`src/rtl/micro_pkg.sv`:
```
// Shared constants for the micro-sequencer:
// useq codes, flag selects, dispatch table.
package micro_pkg;

  localparam int MPC_W       = 4;
  localparam int OP_W        = 6;
  localparam int STACK_DEPTH = 2;

  typedef enum logic [2:0] {
    SEQ   = 3'd0,
    JMP   = 3'd1,
    BRC   = 3'd2,
    DISP  = 3'd3,
    CALL  = 3'd4,
    RET   = 3'd5,
    WAITM = 3'd6,
    FETCH = 3'd7
  } useq_e;

  localparam logic [1:0] CS_ZERO  = 2'd0;
  localparam logic [1:0] CS_NEG   = 2'd1;
  localparam logic [1:0] CS_CARRY = 2'd2;
  localparam logic [1:0] CS_OVF   = 2'd3;

  localparam logic [OP_W-1:0] OP_ALU = 6'b000000;
  localparam logic [OP_W-1:0] OP_LW  = 6'b100011;
  localparam logic [OP_W-1:0] OP_SW  = 6'b101011;
  localparam logic [OP_W-1:0] OP_BEQ = 6'b000100;
  localparam logic [OP_W-1:0] OP_J   = 6'b000010;

  localparam logic [MPC_W-1:0] A_ALU = 4'd4;
  localparam logic [MPC_W-1:0] A_LW  = 4'd6;
  localparam logic [MPC_W-1:0] A_SW  = 4'd9;
  localparam logic [MPC_W-1:0] A_BEQ = 4'd12;
  localparam logic [MPC_W-1:0] A_J   = 4'd14;

  localparam logic [MPC_W-1:0] RESTART_ADDR = 4'd0;
  localparam logic [MPC_W-1:0] TRAP_ADDR    = 4'd15;

  typedef struct packed {
    logic             illegal;
    logic [MPC_W-1:0] addr;
  } disp_t;

  // Unlisted opcodes land on the trap routine.
  function automatic disp_t dispatch(
    input logic [OP_W-1:0] op
  );
    disp_t d;
    d.illegal = 1'b0;
    d.addr    = TRAP_ADDR;
    case (op)
      OP_ALU:  d.addr = A_ALU;
      OP_LW:   d.addr = A_LW;
      OP_SW:   d.addr = A_SW;
      OP_BEQ:  d.addr = A_BEQ;
      OP_J:    d.addr = A_J;
      default: d.illegal = 1'b1;
    endcase
    return d;
  endfunction

endpackage

```
`src/rtl/micro_sequencer_if.sv`:
```
// Control-unit side bus of the sequencer:
// sequencing inputs and mpc/status outputs.
interface micro_sequencer_if;
  import micro_pkg::*;

  logic             hold;
  logic [2:0]       useq;
  logic [MPC_W-1:0] uaddr;
  logic [1:0]       cond_sel;
  logic [3:0]       flags;
  logic [OP_W-1:0]  opcode;
  logic             instr_valid;
  logic             mem_ready;
  logic [MPC_W-1:0] mpc;
  logic             waiting;
  logic [1:0]       stack_depth;
  logic             err_ovf;
  logic             err_unf;
  logic             illegal_op;

  modport master (
    output hold, useq, uaddr, cond_sel,
    output flags, opcode, instr_valid,
    output mem_ready,
    input  mpc, waiting, stack_depth,
    input  err_ovf, err_unf, illegal_op
  );

  modport slave (
    input  hold, useq, uaddr, cond_sel,
    input  flags, opcode, instr_valid,
    input  mem_ready,
    output mpc, waiting, stack_depth,
    output err_ovf, err_unf, illegal_op
  );

endinterface

```
`src/rtl/mpc_inc.sv`:
```
// Modulo-2^W incrementer for the
// microprogram counter.
module mpc_inc #(
  parameter int W = 4
) (
  input  logic [W-1:0] i_a,
  output logic [W-1:0] o_y
);

  assign o_y = i_a + W'(1);

endmodule

```
`src/rtl/micro_sequencer.sv`:
```
// Next-address controller for the micro-PC:
// increment, branch, dispatch, call/return.
module micro_sequencer
  import micro_pkg::*;
(
  input logic             clk,
  input logic             rst,
  micro_sequencer_if.slave bus
);

  logic [MPC_W-1:0] r_mpc;
  logic [MPC_W-1:0] r_stk [STACK_DEPTH];
  logic [1:0]       r_depth;
  logic             r_ovf;
  logic             r_unf;
  logic             r_ill;

  logic [MPC_W-1:0] w_inc;
  logic [MPC_W-1:0] w_nxt;
  logic             w_push;
  logic             w_pop;
  logic             w_set_ovf;
  logic             w_set_unf;
  logic             w_set_ill;
  logic             w_wait;
  logic             w_full;
  logic             w_empty;
  disp_t            w_disp;

  mpc_inc #(.W(MPC_W)) u_inc (
    .i_a (r_mpc),
    .o_y (w_inc)
  );

  assign w_disp  = dispatch(bus.opcode);
  assign w_full  = (r_depth == 2'(STACK_DEPTH));
  assign w_empty = (r_depth == 2'd0);

  // Select next address and stack/error side effects.
  always_comb begin
    w_nxt     = r_mpc;
    w_push    = 1'b0;
    w_pop     = 1'b0;
    w_set_ovf = 1'b0;
    w_set_unf = 1'b0;
    w_set_ill = 1'b0;
    w_wait    = 1'b0;
    unique case (useq_e'(bus.useq))
      SEQ: w_nxt = w_inc;
      JMP: w_nxt = bus.uaddr;
      BRC: begin
        w_nxt = bus.flags[bus.cond_sel]
              ? bus.uaddr : w_inc;
      end
      DISP: begin
        if (!bus.instr_valid) begin
          w_wait = 1'b1;
        end else begin
          w_nxt     = w_disp.addr;
          w_set_ill = w_disp.illegal;
        end
      end
      CALL: begin
        w_nxt = bus.uaddr;
        if (w_full) w_set_ovf = 1'b1;
        else        w_push    = 1'b1;
      end
      RET: begin
        if (w_empty) begin
          w_nxt     = RESTART_ADDR;
          w_set_unf = 1'b1;
        end else begin
          w_nxt = r_stk[0];
          w_pop = 1'b1;
        end
      end
      WAITM: begin
        if (!bus.mem_ready) w_wait = 1'b1;
        else                w_nxt  = w_inc;
      end
      FETCH: w_nxt = RESTART_ADDR;
    endcase
  end

  // Register mpc, shift-register stack (entry 0 is top) and sticky errors.
  always_ff @(posedge clk) begin
    if (rst) begin
      r_mpc   <= RESTART_ADDR;
      r_depth <= 2'd0;
      for (int i = 0; i < STACK_DEPTH; i++)
        r_stk[i] <= '0;
      r_ovf   <= 1'b0;
      r_unf   <= 1'b0;
      r_ill   <= 1'b0;
    end else if (!bus.hold) begin
      r_mpc <= w_nxt;
      if (w_push) begin
        r_stk[0] <= w_inc;
        for (int i = 1; i < STACK_DEPTH; i++)
          r_stk[i] <= r_stk[i-1];
        r_depth <= r_depth + 2'd1;
      end else if (w_pop) begin
        for (int i = 0; i < STACK_DEPTH-1; i++)
          r_stk[i] <= r_stk[i+1];
        r_stk[STACK_DEPTH-1] <= '0;
        r_depth <= r_depth - 2'd1;
      end
      if (w_set_ovf) r_ovf <= 1'b1;
      if (w_set_unf) r_unf <= 1'b1;
      if (w_set_ill) r_ill <= 1'b1;
    end
  end

  assign bus.mpc         = r_mpc;
  assign bus.waiting     = w_wait;
  assign bus.stack_depth = r_depth;
  assign bus.err_ovf     = r_ovf;
  assign bus.err_unf     = r_unf;
  assign bus.illegal_op  = r_ill;

endmodule
```
`src/flat_wrapper.sv`:
```
// flat-port wrapper written by rule: the top's interface ports become plain ports
module micro_sequencer_flat import micro_pkg::*;
  (clk, rst, bus_hold, bus_useq, bus_uaddr, bus_cond_sel, bus_flags, bus_opcode, bus_instr_valid, bus_mem_ready, bus_mpc, bus_waiting, bus_stack_depth, bus_err_ovf, bus_err_unf, bus_illegal_op);
  micro_sequencer_if bus_i ();
  input logic clk;
  input logic rst;
  input wire logic [$bits(bus_i.hold)-1:0] bus_hold;
  input wire logic [$bits(bus_i.useq)-1:0] bus_useq;
  input wire logic [$bits(bus_i.uaddr)-1:0] bus_uaddr;
  input wire logic [$bits(bus_i.cond_sel)-1:0] bus_cond_sel;
  input wire logic [$bits(bus_i.flags)-1:0] bus_flags;
  input wire logic [$bits(bus_i.opcode)-1:0] bus_opcode;
  input wire logic [$bits(bus_i.instr_valid)-1:0] bus_instr_valid;
  input wire logic [$bits(bus_i.mem_ready)-1:0] bus_mem_ready;
  output wire logic [$bits(bus_i.mpc)-1:0] bus_mpc;
  output wire logic [$bits(bus_i.waiting)-1:0] bus_waiting;
  output wire logic [$bits(bus_i.stack_depth)-1:0] bus_stack_depth;
  output wire logic [$bits(bus_i.err_ovf)-1:0] bus_err_ovf;
  output wire logic [$bits(bus_i.err_unf)-1:0] bus_err_unf;
  output wire logic [$bits(bus_i.illegal_op)-1:0] bus_illegal_op;
  assign bus_i.hold = bus_hold;
  assign bus_i.useq = bus_useq;
  assign bus_i.uaddr = bus_uaddr;
  assign bus_i.cond_sel = bus_cond_sel;
  assign bus_i.flags = bus_flags;
  assign bus_i.opcode = bus_opcode;
  assign bus_i.instr_valid = bus_instr_valid;
  assign bus_i.mem_ready = bus_mem_ready;
  assign bus_mpc = bus_i.mpc;
  assign bus_waiting = bus_i.waiting;
  assign bus_stack_depth = bus_i.stack_depth;
  assign bus_err_ovf = bus_i.err_ovf;
  assign bus_err_unf = bus_i.err_unf;
  assign bus_illegal_op = bus_i.illegal_op;
  micro_sequencer u_core (.clk(clk), .rst(rst), .bus(bus_i));
endmodule
```
`config.mk`:
```
export PLATFORM = sky130hd
export DESIGN_NAME = micro_sequencer_flat
export DESIGN_NICKNAME = d
export VERILOG_FILES = /design/src/rtl/micro_pkg.sv /design/src/rtl/micro_sequencer_if.sv /design/src/rtl/mpc_inc.sv /design/src/rtl/micro_sequencer.sv /design/src/flat_wrapper.sv
export SDC_FILE = /design/constraint.sdc
export NUM_CORES = 1
export LEC_CHECK = 0
export ABC_CLOCK_PERIOD_IN_PS = 3700
export CAP_MARGIN = 20
export CORE_UTILIZATION = 53
export CTS_BUF_LIST = sky130_fd_sc_hd__clkbuf_8
export DETAILED_ROUTE_END_ITERATION = 6
export MAX_ROUTING_LAYER = met4
export PLACE_DENSITY = 0.88
export SLEW_MARGIN = 0
export SYNTH_ARGS = -nofsm -noshare
export SYNTH_HDL_FRONTEND = slang
export SYNTH_SLANG_ARGS = --single-unit
```
`constraint.sdc`:
```
create_clock -name clk -period 3.7 [get_ports clk]
set_input_delay 0.37 -clock clk [delete_from_list [all_inputs] [get_ports clk]]
set_output_delay 0.37 -clock clk [all_outputs]
set_load 0.1 [all_outputs]
```
==> impl_metrics.csv, run 1 <==
group,metric,value,unit
clocking,cts.sinks,17,
critical_path,ff2ff_path_depth,3,
finish,seqCellArea,420,um2
yosys,synth.area.top_cells,"edfxtp_1, dfxtp_1, nor2_1",
critical_path,cp_cell_sequence,"clkdlybuf4s50_1, nor4bb_4, a31o_1, buf_4",
yosys,avgSynthCellArea,9.57,um2
yosys,synth_top_cell_area_share,20.4,%
yosys,ys_async_sr_fraction,0,%
critical_path,cp-start-kind,"input pin",
clocking,post-cts-setup-buffers,0,
placed_design,pre_cts_ws,1090,ps
sta,rsz0062_at_grt,"false",
global_route,globalRouteTotalUtil,26.0,%
floorplanning,core_area,2020,um2
critical_path,crit_path_max_fanout,17,
floorplanning,die-area,2410,um2
yosys,ys.flop_type,"dfxtp_1",
yosys,synth_seq_cells,17,
floorplanning,std_cell_rows,16,
yosys,ys_seq_area_share,35.7,%
drt,drc,0,
clocking,clock_latency,260,ps
floorplanning,start_util,58.2,%
finish,drive_gt1_share,12.3,%
critical_path,cp_slowest_stage_delay,760,ps
critical_path,r2r-start,"u_core.bus.stack_depth[1]",
critical_path,cp_num_buf_inv,2,
yosys,synth-edff-count,8,
critical_path,cp.depth,4,
sta,fin_skew,2.05,ps
yosys,synth_area_leader_cell,"edfxtp_1",
sta,post-route-min-period,2430,ps
clocking,cts_resized,0,
global_route,grtUsageMet1,34.8,%
worst_hold_path,min_to,"u_core.bus.illegal_op",
yosys,synthCells,123,
floorplanning,ios,34,
critical_path,endpoint_kind,"output port",
global_route,grt_start_max_net_pins,18,
yosys,synth_warnings,0,
finish,layout_common_cells,"clkdlybuf4s50_1, nor2_1, nand2_1, dfxtp_1, edfxtp_1",
drt,drt-total-wl,2.72,mm
sta,setup_viol,0,
finish,diodes,0,
clocking,max-clock-path-buffers,2,
drt,ant_nets,0,
placed_design,io_buffers,33,
clocking,ctsHoldBuffers,0,
placed_design,place_hpwl,2.19,mm
finish,area_growth_syn_to_layout,30.3,%
yosys,synthDistinctLibCells,47,
yosys,synthesis.area,1180,um2
power_and_ir_drop,p_per_area,322,nW/um2
sta,fmax,411,MHz
critical_path,cp.required,3330,ps
critical_path,path_delay_family,"buffers and inverters",
sta,setup_slack,1270,ps
clocking,cts_buffers,3,
finish,fin_nets,181,
global_route,grt_pass1_wl,4.66,mm
sta,drv_slew,0,
worst_hold_path,worst_hold_startpoint,"u_core.bus.illegal_op",
run,cap_violations,0,
power_and_ir_drop,ir_drop,0.320,mV
power_and_ir_drop,p_leak,0.535,nW
sta,finalHoldViolCount,0,
global_route,grtUsageMet3,3.43,%
finish,layout_commonest_cell,"clkdlybuf4s50_1",
clocking,cts_tree,"done",
sta,slew_headroom,34.4,%
critical_path,rr_endpoint,"u_core.r_stk[0][4]",
worst_hold_path,hold_path.class,"flip-flop to flip-flop",
clocking,clk_transition_reported_paths,70,ps
clocking,root_buffer,"clkbuf_8",
sta,fin_setup_tns,0,ps
finish,fillers,157,
drt,vias_per_cell,5.92,
finish,multi_input_area,684,um2
outcome,run_status,"finished clean",
critical_path,path_class,"input pin to output port",
critical_path,crit_slowest_cell,"clkdlybuf4s50_1",
drt,vias,1078,
drt,drt-wirelength-per-cell,15.0,um
global_route,grt-ovfl-total,0,
drt,first_pass_iters,4,
global_route,grt_pass1_vias,1022,
critical_path,cp.arrival,2060,ps
global_route,antenna_found_initial,0,
critical_path,reg2reg_slack,2070,ps
clocking,htree_levels,1,
global_route,use_met2,40.0,%
sta,worst_pin_slew,980,ps
yosys,synth_nets,148,
drt,dr.first_iter.drc_count,49,
global_route,grt-busiest-layer,"met2",
floorplanning,die_height,49.1,um
worst_hold_path,worstHoldPathCells,2,
placed_design,routabilityCongestion,0.917,
floorplanning,die_x,49.1,um
sta,post-route-period-util,65.8,%
cell usage after synthesis (all sizes together), types with 2 or more instances:
master  count
edfxtp      8
xnor2       2
buf         4
nor3b       4
xor2        2
nor2       15
nor3        5
and2        5
dfxtp       9
a211oi      4
nand3       2
o21ai      10
a31oi       3
a21oi       4
nand2       9
a31o        2
a311oi      3
and2b       2
inv         5
nor2b       3
a22o        2
worst min-delay path, stage by stage (launching register included):
cell     delay (ps)
dfxtp_1         330
a21oi_1          40
nor2_1           70
registers in the layout, indices dropped and copies added, names as in the netlist:
register	cells
u_core.bus.err_ovf	1
u_core.r_stk	8
u_core.bus.err_unf	1
u_core.bus.mpc	4
u_core.bus.illegal_op	1
u_core.bus.stack_depth	2
final cells by class:
type                       instances  area share [%]
inverter                           5            1.22
tap                               27            2.20
multi-input combinational         96            44.6
clock inverter                     1           0.489
sequential                        17            27.4
timing repair buffer              33            21.4
clock buffer                       3            2.69
per-layer routing:
metal	vias up	part of all wire, %
met4	0	1.1
li1	521	-
met5	-	0
met3	4	4.9
met2	43	50
met1	510	44
logic make-up (layout without fill, tap and decap cells):
group / after synthesis / in the layout / synth area share, %
AOI/OAI and AO/OA: 35 / 35 / 22.9
xor gates and xnor gates: 4 / 4 / 2.98
adders and majority gates: 1 / 1 / 1.06
buffers and inverters: 10 / 42 / 6.16
DFF: 17 / 17 / 35.7
muxes: 2 / 2 / 2.87
and+or+nand+nor: 54 / 54 / 28.4
per-stage QoR:
| stage | total power, mW | std cells | utilization (%) | area (um2) | hold WS [ps] |
|---|---|---|---|---|---|
| floorplan | 0.306 | 123 | - | 1180 | 503 |
| global placement | 0.349 | 178 | 73.5 | 1490 | 454 |
| detailed placement | 0.352 | 178 | 73.5 | 1490 | 456 |
| CTS | 0.495 | 182 | 75.9 | 1530 | 473 |
| global route | 0.516 | 182 | 75.9 | 1530 | 524 |
| finish | 0.495 | 182 | 75.9 | 1530 | 468 |
worst max path at each step:
stage / start / end / slack (ps)
after floorplan: bus_useq[0] / u_core.bus.mpc[1] / 1390
after global placement: bus_useq[0] / u_core.bus.mpc[1] / 1160
after detailed placement: bus_useq[0] / u_core.r_stk[0][3] / 1090
after CTS: bus_useq[0] / bus_waiting / 1290
after global routing: bus_useq[0] / bus_waiting / 1170
final: bus_useq[0] / bus_waiting / 1270
power by group:
| part | switching, mW | leakage (nW) | total (mW) | internal, mW |
|---|---|---|---|---|
| Clock | 0.0700 | 0.0217 | 0.146 | 0.0759 |
| Sequential | 0.00791 | 0.157 | 0.213 | 0.205 |
| Combinational | 0.0810 | 0.357 | 0.136 | 0.0547 |
(Power assumes the default switching activity.)
==> run 2, diff against run 1 <==
- ABC_CLOCK_PERIOD_IN_PS: 3700 -> 2400
- CORE_UTILIZATION: 53 -> 49
- PLACE_DENSITY: 0.88 -> 0.82
- clock period: 3.7 -> 2.4 ns (I/O delays scaled with it)
==> impl_metrics.csv, run 2 (synthesis results as in run 1) <==
group,metric,value,unit
worst_hold_path,hold_path.class,"flip-flop to flip-flop",
finish,area_growth_syn_to_layout,32.5,%
clocking,max-clock-path-buffers,2,
critical_path,cp.arrival,2090,ps
critical_path,ff2ff_path_depth,5,
clocking,cts_buffers,3,
global_route,antenna_found_initial,0,
power_and_ir_drop,total_power,760,uW
finish,layout_common_cells,"clkdlybuf4s50_1, nor2_1, buf_4",
drt,ant_nets,0,
run,cap_violations,0,
critical_path,reg2reg_slack,930,ps
clocking,htree_levels,1,
drt,vias_per_cell,5.71,
finish,drive_gt1_share,20.6,%
sta,fmax,506,MHz
floorplanning,core_area,2230,um2
critical_path,endpoint_kind,"flip-flop",
sta,setup_viol,0,
power_and_ir_drop,p_per_area,487,nW/um2
floorplanning,die_height,51.0,um
sta,finalHoldViolCount,0,
global_route,use_met2,37.3,%
drt,vias,1073,
floorplanning,die-area,2600,um2
finish,stdcell_area,1560,um2
worst_hold_path,worstHoldPathCells,2,
floorplanning,start_util,52.7,%
sta,rsz0062_at_grt,"false",
sta,drv_slew,0,
critical_path,cp_num_buf_inv,1,
finish,fin_util,69.9,%
clocking,cts_tree,"done",
finish,fin_nets,186,
sta,slew_headroom,62.4,%
drt,dr.first_iter.drc_count,41,
finish,seqCellArea,420,um2
clocking,post-cts-setup-buffers,0,
worst_hold_path,worst_hold_startpoint,"u_core.bus.illegal_op",
global_route,grt_start_max_net_pins,17,
finish,fillers,191,
global_route,grtUsageMet3,3.27,%
floorplanning,die_x,51.0,um
global_route,grt_pass1_wl,4.44,mm
finish,layout_commonest_cell,"clkdlybuf4s50_1",
global_route,grt-ovfl-total,0,
placed_design,routabilityCongestion,0.877,
clocking,ctsHoldBuffers,0,
sta,fin_skew,1.82,ps
critical_path,path_delay_family,"compound AO/OA/AOI/OAI gates",
worst_hold_path,min_to,"u_core.bus.illegal_op",
clocking,clock_latency,250,ps
clocking,cts_resized,0,
drt,drc,0,
drt,drt-wirelength-per-cell,15.0,um
critical_path,r2r-start,"u_core.bus.stack_depth[1]",
finish,multi_input_area,684,um2
critical_path,cp_cell_sequence,"clkdlybuf4s50_1, nor2_1, a31o_1, or2_1, a222oi_1, a311oi_1",
finish,largest_register_ffs,8,
critical_path,crit_slowest_cell,"clkdlybuf4s50_1",
sta,whs,494,ps
critical_path,cp.required,2510,ps
outcome,run_status,"finished clean",
finish,regMostFlops,"u_core.r_stk",
critical_path,rr_endpoint,"u_core.r_stk[0][1]",
sta,fin_setup_tns,0,ps
floorplanning,std_cell_rows,17,
power_and_ir_drop,ir_drop,0.288,mV
critical_path,path_class,"input pin to flip-flop",
drt,first_pass_iters,4,
global_route,grt-busiest-layer,"met2",
power_and_ir_drop,p_leak,0.584,nW
finish,diodes,0,
sta,worst_pin_slew,562,ps
floorplanning,ios,34,
clocking,clk_transition_reported_paths,70,ps
global_route,grt_pass1_vias,1022,
critical_path,cp-start-kind,"input pin",
clocking,cts.sinks,17,
clocking,root_buffer,"clkbuf_8",
critical_path,crit_path_max_fanout,9,
placed_design,placed_cell_area,1510,um2
drt,drt-total-wl,2.82,mm
global_route,grtUsageMet1,29.1,%
placed_design,io_buffers,33,
global_route,globalRouteTotalUtil,23.7,%
placed_design,place_hpwl,2.23,mm
sta,post-route-min-period,1980,ps
sta,post-route-period-util,82.4,%
critical_path,cp_slowest_stage_delay,650,ps
## run 2: worst register-to-register path, delay by kind of cell, from the launching register on
family	cells	cell delay [ps]
DFF	1	440
AOI/OAI and AO/OA	1	90
and+or+nand+nor	4	800
## run 2: per-stage QoR
stage	worst slack, ps	cells
after global placement	279	184
after detailed placement	223	184
after global routing	289	188
final	422	188
after floorplan	223	123
after CTS	439	188
## run 2: routing by layer
metal,share of wire (%),routed length (um)
met1,47,1330
met2,47,1320
met3,4.4,124
met4,1.8,50
met5,0,0
## run 2: power by group
group	internal (mW)	total, mW	switching, mW
logic	0.0890	0.216	0.127
clock network	0.115	0.216	0.100
registers	0.316	0.328	0.0121
## run 2: how the worst max path moves through the flow
stage / endpoint / cells past startpoint / from
after global routing: u_core.bus.mpc[1] / 6 / bus_useq[2]
after detailed placement: u_core.bus.mpc[1] / 6 / bus_useq[1]
after global placement: u_core.bus.mpc[1] / 6 / bus_useq[2]
final: u_core.bus.mpc[1] / 6 / bus_useq[2]
after CTS: u_core.bus.mpc[1] / 6 / bus_useq[2]
after floorplan: u_core.bus.mpc[1] / 6 / bus_useq[0]
## run 2: final cells by class
type,instances,area share (%)
multi-input combinational,96,43.9
sequential,17,26.9
timing repair buffer,38,22.8
clock buffer,3,2.65
tap,28,2.25
inverter,5,1.20
clock inverter,1,0.321
